### config.mk
export PLATFORM = sky130hd
export DESIGN_NAME = conv1_frame_ctrl
export DESIGN_NICKNAME = d
export VERILOG_FILES = /design/src/rtl/conv1_frame_ctrl.sv
export SDC_FILE = /design/constraint.sdc
export NUM_CORES = 1
export LEC_CHECK = 0
export CAP_MARGIN = 20
export CORE_MARGIN = 3
export CORE_UTILIZATION = 33
export CTS_CLUSTER_DIAMETER = 150
export DETAILED_ROUTE_END_ITERATION = 16
export GPL_TIMING_DRIVEN = 0
export PLACE_DENSITY = 0.56
export SLEW_MARGIN = 20
export SYNTH_ARGS = -nofsm -noshare
export SYNTH_HDL_FRONTEND = slang
export SYNTH_SLANG_ARGS = --single-unit
export TNS_END_PERCENT = 20
### constraint.sdc
create_clock -name clk -period 7.9 [get_ports clk]
set_input_delay 0.79 -clock clk [delete_from_list [all_inputs] [get_ports clk]]
set_output_delay 0.79 -clock clk [all_outputs]
set_load 0.01 [all_outputs]
### src/rtl/conv1_frame_ctrl.sv
// conv1 frame sequencer: accepts a raster pixel stream into the window line buffer,
// issues credit-gated window strobes to the conv1 pipeline and tags each result.
module conv1_frame_ctrl #(
    parameter int IMG_W       = 28,
    parameter int IMG_H       = 28,
    parameter int K           = 5,
    parameter int CALC_LAT    = 7,
    parameter int OUT_CREDITS = 8
) (
    input  logic       clk,
    input  logic       rst_n,
    input  logic       i_start,
    output logic       o_busy,
    output logic       o_done,
    input  logic       i_pix_valid_in,
    output logic       o_pix_ready_out,
    output logic       o_buf_shift_en,
    output logic       o_win_valid,
    input  logic       i_calc_valid_in,
    input  logic       i_credit_return,
    output logic       o_out_valid,
    output logic [4:0] o_out_row,
    output logic [4:0] o_out_col,
    output logic       o_frame_err
);

    localparam int OUT_W     = IMG_W - K + 1;
    localparam int OUT_H     = IMG_H - K + 1;
    localparam int OUT_TOTAL = OUT_W * OUT_H;
    localparam int CLW       = $clog2(IMG_W);
    localparam int RW        = $clog2(IMG_H + 1);
    localparam int CNTW      = $clog2(OUT_TOTAL + 1);
    localparam int CRW       = $clog2(OUT_CREDITS + 1);

    localparam logic [CLW-1:0]  COL_FIRST    = CLW'(K - 1);
    localparam logic [CLW-1:0]  COL_LAST     = CLW'(IMG_W - 1);
    localparam logic [CLW-1:0]  COL_ONE      = CLW'(1);
    localparam logic [RW-1:0]   ROW_FIRST    = RW'(K - 1);
    localparam logic [RW-1:0]   ROW_LAST     = RW'(IMG_H - 1);
    localparam logic [RW-1:0]   ROW_ONE      = RW'(1);
    localparam logic [4:0]      OUT_COL_LAST = 5'(OUT_W - 1);
    localparam logic [4:0]      OUT_ROW_LAST = 5'(OUT_H - 1);
    localparam logic [4:0]      OUT_ONE      = 5'(1);
    localparam logic [CNTW-1:0] CNT_TOTAL    = CNTW'(OUT_TOTAL);
    localparam logic [CNTW-1:0] CNT_LAST     = CNTW'(OUT_TOTAL - 1);
    localparam logic [CNTW-1:0] CNT_ONE      = CNTW'(1);
    localparam logic [CRW-1:0]  CRED_MAX     = CRW'(OUT_CREDITS);
    localparam logic [CRW-1:0]  CRED_ONE     = CRW'(1);

    if (OUT_CREDITS < 1 || CALC_LAT < 1 || OUT_W > 32 || OUT_H > 32) begin : g_badParams
        $error("conv1_frame_ctrl: unsupported parameter combination");
    end

    typedef enum logic [1:0] {
        S_IDLE,
        S_RUN,
        S_DRAIN,
        S_DONE
    } state_t;

    state_t          r_state;
    state_t          w_nextState;
    logic [RW-1:0]   r_inRow;
    logic [CLW-1:0]  r_inCol;
    logic [4:0]      r_outRow;
    logic [4:0]      r_outCol;
    logic [CNTW-1:0] r_outCnt;
    logic [CRW-1:0]  r_credits;
    logic            r_winValid;
    logic            r_frameErr;

    logic w_running;
    logic w_active;
    logic w_startFrame;
    logic w_pixReady;
    logic w_accept;
    logic w_winPix;
    logic w_lastPix;
    logic w_resultOk;
    logic w_lastResult;
    logic w_creditOvf;
    logic w_errSet;

    assign w_running    = (r_state == S_RUN);
    assign w_active     = w_running || (r_state == S_DRAIN);
    assign w_startFrame = (r_state == S_IDLE) && i_start;
    assign w_pixReady   = w_running && (r_credits != '0);
    assign w_accept     = i_pix_valid_in && w_pixReady;
    assign w_winPix     = w_accept && (r_inRow >= ROW_FIRST) && (r_inCol >= COL_FIRST);
    assign w_lastPix    = w_accept && (r_inRow == ROW_LAST) && (r_inCol == COL_LAST);
    assign w_resultOk   = i_calc_valid_in && w_active && (r_outCnt < CNT_TOTAL);
    assign w_lastResult = w_resultOk && (r_outCnt == CNT_LAST);
    assign w_creditOvf  = i_credit_return && !w_winPix && (r_credits == CRED_MAX);
    // Any result the frame cannot own (wrong state or past the last index) is a protocol error.
    assign w_errSet     = (i_calc_valid_in && !w_resultOk) || w_creditOvf;

    always_ff @(posedge clk) begin
        if (!rst_n) begin
            r_state <= S_IDLE;
        end else begin
            r_state <= w_nextState;
        end
    end

    always_comb begin
        w_nextState = r_state;
        case (r_state)
            S_IDLE: begin
                if (i_start) begin
                    w_nextState = S_RUN;
                end
            end
            S_RUN: begin
                if (w_lastPix) begin
                    w_nextState = S_DRAIN;
                end
            end
            S_DRAIN: begin
                if (w_lastResult || (r_outCnt == CNT_TOTAL)) begin
                    w_nextState = S_DONE;
                end
            end
            S_DONE: begin
                w_nextState = S_IDLE;
            end
            default: begin
                w_nextState = S_IDLE;
            end
        endcase
    end

    assign o_busy          = w_active;
    assign o_done          = (r_state == S_DONE);
    assign o_pix_ready_out = w_pixReady;
    assign o_buf_shift_en  = w_accept;
    assign o_win_valid     = r_winValid;
    assign o_out_valid     = w_resultOk;
    assign o_out_row       = r_outRow;
    assign o_out_col       = r_outCol;
    assign o_frame_err     = r_frameErr;

    always_ff @(posedge clk) begin
        if (!rst_n || w_startFrame) begin
            r_inRow <= '0;
            r_inCol <= '0;
        end else if (w_accept) begin
            if (r_inCol == COL_LAST) begin
                r_inCol <= '0;
                r_inRow <= r_inRow + ROW_ONE;
            end else begin
                r_inCol <= r_inCol + COL_ONE;
            end
        end
    end

    // The strobe for the final pixel lands in the first DRAIN cycle; no new issue happens there.
    always_ff @(posedge clk) begin
        if (!rst_n) begin
            r_winValid <= 1'b0;
        end else begin
            r_winValid <= w_winPix;
        end
    end

    always_ff @(posedge clk) begin
        if (!rst_n) begin
            r_credits <= '0;
        end else if (w_startFrame) begin
            r_credits <= CRED_MAX;
        end else if (w_winPix && !i_credit_return) begin
            r_credits <= r_credits - CRED_ONE;
        end else if (!w_winPix && i_credit_return && (r_credits != CRED_MAX)) begin
            r_credits <= r_credits + CRED_ONE;
        end
    end

    always_ff @(posedge clk) begin
        if (!rst_n || w_startFrame) begin
            r_outRow <= '0;
            r_outCol <= '0;
            r_outCnt <= '0;
        end else if (w_resultOk) begin
            r_outCnt <= r_outCnt + CNT_ONE;
            if (r_outCol == OUT_COL_LAST) begin
                r_outCol <= '0;
                r_outRow <= (r_outRow == OUT_ROW_LAST) ? '0 : r_outRow + OUT_ONE;
            end else begin
                r_outCol <= r_outCol + OUT_ONE;
            end
        end
    end

    always_ff @(posedge clk) begin
        if (!rst_n) begin
            r_frameErr <= 1'b0;
        end else if (w_startFrame) begin
            r_frameErr <= w_errSet;
        end else if (w_errSet) begin
            r_frameErr <= 1'b1;
        end
    end

endmodule
==> results.py <==
metrics = {
    "run_status": {
        "status": "finished clean",
    },
    "finish": {
        "area_delta_synth_final_pct": 19.1,
        "final_layout_size_suffix_gt1_share_pct": 7.49,
        "diodes": 0,
        "nets": 290,
        "layoutNonFillerInstCount": 342,
        "nFillCells": 625,
    },
    "drt": {
        "wl_per_cell_um": 12.6,
        "drt_iter0_drc": 25,
        "drc": 0,
        "wirelength_um": 4300,
        "final_antenna_net_count": 0,
        "detail_route.first_pass.iterations": 4,
        "via_count": 1684,
        "detail_route.vias_per_cell": 4.92,
    },
    "critical_path": {
        "cp.required_ps": 7110,
        "reg2reg_from": "r_state[1]$_SDFFE_PN0P_",
        "crit_path_start_kind": "input pin",
        "worstSetupPathType": "in -> out",
        "path_cells": "clkdlybuf4s50_1 -> nand3_1 -> inv_1 -> buf_2 -> clkdlybuf4s50_1",
        "crit_path_top_delay_cell": "clkdlybuf4s50_1",
        "arrival_ps": 2660,
        "r2r-end": "r_credits[3]$_SDFFE_PN0P_",
        "crit_family": "buffers and inverters",
        "end_kind": "output pin",
        "reg2reg_slack_ps": 4780,
        "cp_max_fo": 10,
        "crit_top_cell": "clkdlybuf4s50_1",
        "worstPathBufferInverterCount": 4,
        "max_stage_delay_ps": 570,
        "r2r.worst_path.cells": 11,
    },
    "power": {
        "seqPwrFrac_pct": 41.9,
        "powerDensity_nw_per_um2": 211,
        "p_int_w": 0.000345,
        "vdd_drop_max_mv": 0.0844,
        "clkPwrFrac_pct": 25.8,
        "leakage_nw": 0.924,
        "p_comb_share_pct": 32.3,
        "p_switching_w": 0.000177,
        "power_w": 0.000522,
        "power_switching_share_pct": 34.0,
    },
    "global_route": {
        "grt_first_pass_wirelength_um": 7280,
        "grt_use_total_pct": 12.3,
        "antenna_found_initial": 0,
        "grt_overflow_total": 0,
        "grt_start_max_net_pins": 11,
        "grt_pass1_vias": 1584,
    },
    "sta": {
        "final.setup.tns_ps": 0,
        "min_period_ps": 3450,
        "slew_viol_final": 0,
        "timing.hold.ws_ps": 500,
        "post-route-period-util_pct": 43.7,
        "rsz0062_at_grt": "no",
        "tightestPinTransition_ps": 699,
        "maxSlewHeadroom_pct": 53.1,
        "hold_viol_final": 0,
        "setup_viol": 0,
        "fmax_ghz": 0.290,
        "skew_ps": 4.50,
    },
    "cts": {
        "clk_pin_slew_ps": 70,
        "worstSkewPairLatency_ps": 290,
        "cts_tree": "yes",
        "cts.sinks": 38,
        "cts-root-buf": "clkbuf_8",
        "post_cts_buffers": 0,
        "cts_hold_buffers": 0,
        "post_cts_resized": 0,
        "cts_made_buffers": 5,
        "clockBufferDepth": 2,
        "htree_levels": 2,
    },
    "synth": {
        "ys.flop_type": "dfxtp_1",
        "synth.distinct_cells": 45,
        "synth_warnings": 0,
        "syn_avg_cell_area_sq_um": 8.67,
        "synth.cell_area_sq_um": 2070,
        "async_reset_ff_share_pct": 0,
        "synth-seq-cells": 38,
        "synth_edf_count": 0,
        "synth-seq-area-share_pct": 36.7,
        "synthCells": 239,
        "syn_nets": 261,
    },
    "die": {
        "core-area_sq_um": 5990,
        "fp.dieH_um": 85.2,
        "io_pins": 23,
        "start_util_pct": 34.6,
        "die_w_um": 85.2,
        "dieArea_sq_um": 7270,
        "rows": 28,
    },
    "placement": {
        "portBuffers": 22,
        "dp_hpwl_um": 3160,
        "place.gp.congestion": 0.753,
        "dp.cells": 336,
    },
    "hold_path": {
        "worstHoldStart": "r_state[1]$_SDFFE_PN0P_",
        "holdPathEnd": "r_state[1]$_SDFFE_PN0P_",
        "min_path_type": "reg -> reg",
        "holdPathStages": 2,
    },
    "flow_run": {
        "cap_viol_max_count": 0,
    },
}
layer usage:
metal  routed length (um)  vias up  track usage (%)
met1                 2280      772             17.4
met4                   69        0             4.75
li1                     -      881                -
met5                    0        -                0
met3                  109        8             2.72
met2                 1840       23             18.2
state kept, by name, indices dropped and copies added (netlist names):
signal,flops
r_outCnt,10
r_credits,4
r_inCol,5
o_frame_err,1
r_inRow,5
o_out_row,5
o_win_valid,1
r_state,2
o_out_col,5
worst reg2reg max path, delay by kind of cell (launching register included):
family | cells | cell delay (ps)
AOI/OAI and AO/OA | 4 | 1100
adders and majority gates | 2 | 620
buffers and inverters | 2 | 190
DFF | 1 | 340
and+or+nand+nor | 3 | 760
logic make-up (layout without fill, tap and decap cells):
family,after synthesis,after routing,synth area share (%)
compound gates,31,31,10.8
xor+xnor,17,17,7.19
fa+ha+maj,16,16,10.0
buf+inv,21,49,3.86
flops,38,38,36.7
mux,10,10,4.83
simple gates,106,106,26.6
area by class of cell:
cell class	count	area, sq um	area share, %
plain buffers	3	12.5	0.507
clock buffers	6	82.6	3.35
inverters	18	67.6	2.74
multi-input cells	180	1230	49.9
flip-flops and latches	38	761	30.8
well taps	75	93.8	3.80
repair buffers	22	220	8.92
through the flow:
step / instance area (sq um) / setup slack [ps] / utilization (%)
after floorplan: 2070 / 5250 / -
after global placement: 2390 / 4420 / 39.8
after detailed placement: 2390 / 4430 / 39.8
after CTS: 2470 / 4430 / 41.2
after global routing: 2470 / 4330 / 41.2
final: 2470 / 4450 / 41.2
power groups by stage:
stage	Sequential, W	Combinational [W]	Clock (W)
2_1_floorplan	0.000220	0.000114	0
3_3_place_gp	0.000223	0.000169	0
3_5_place_dp	0.000223	0.000171	0
4_1_cts	0.000219	0.000172	0.000140
5_1_grt	0.000221	0.000186	0.000144
6_report	0.000219	0.000169	0.000134
cell usage in the layout, fill, tap and decap left out, drive strengths merged, types with 9 or more instances in the layout:
cell and n:
clkdlybuf4s50 22, dfxtp 38, a21oi 12, nand3 11
ha 15, mux2i 10, nor3 10, nand2 26
nor2 29, xor2 9, inv 18
Yosys cell counts, drive strengths merged, types with 4 or more instances:
cell / n / area [sq um]
o21ai: 6 / 30.0
ha: 15 / 188
nor4: 4 / 25.0
nor2b: 5 / 31.3
dfxtp: 38 / 761
xnor2: 8 / 70.1
mux2i: 10 / 100
nor3: 10 / 55.1
nand3: 11 / 55.1
nor2: 29 / 109
a21oi: 12 / 63.8
nand2: 26 / 100
xor2: 9 / 78.8
nand4: 7 / 58.8
inv: 18 / 67.6
worst max path at each step:
stage | from | depth (start not counted) | endpoint | slack, ps
final | i_calc_valid_in | 5 | o_out_valid | 4450
after global placement | i_calc_valid_in | 5 | o_out_valid | 4420
after detailed placement | i_calc_valid_in | 5 | o_out_valid | 4430
after global routing | i_calc_valid_in | 5 | o_out_valid | 4330
after floorplan | r_state[1]$_SDFFE_PN0P_ | 11 | r_credits[3]$_SDFFE_PN0P_ | 5250
after CTS | i_calc_valid_in | 5 | o_out_valid | 4430
Note: power is estimated with default switching activity, not from simulation.
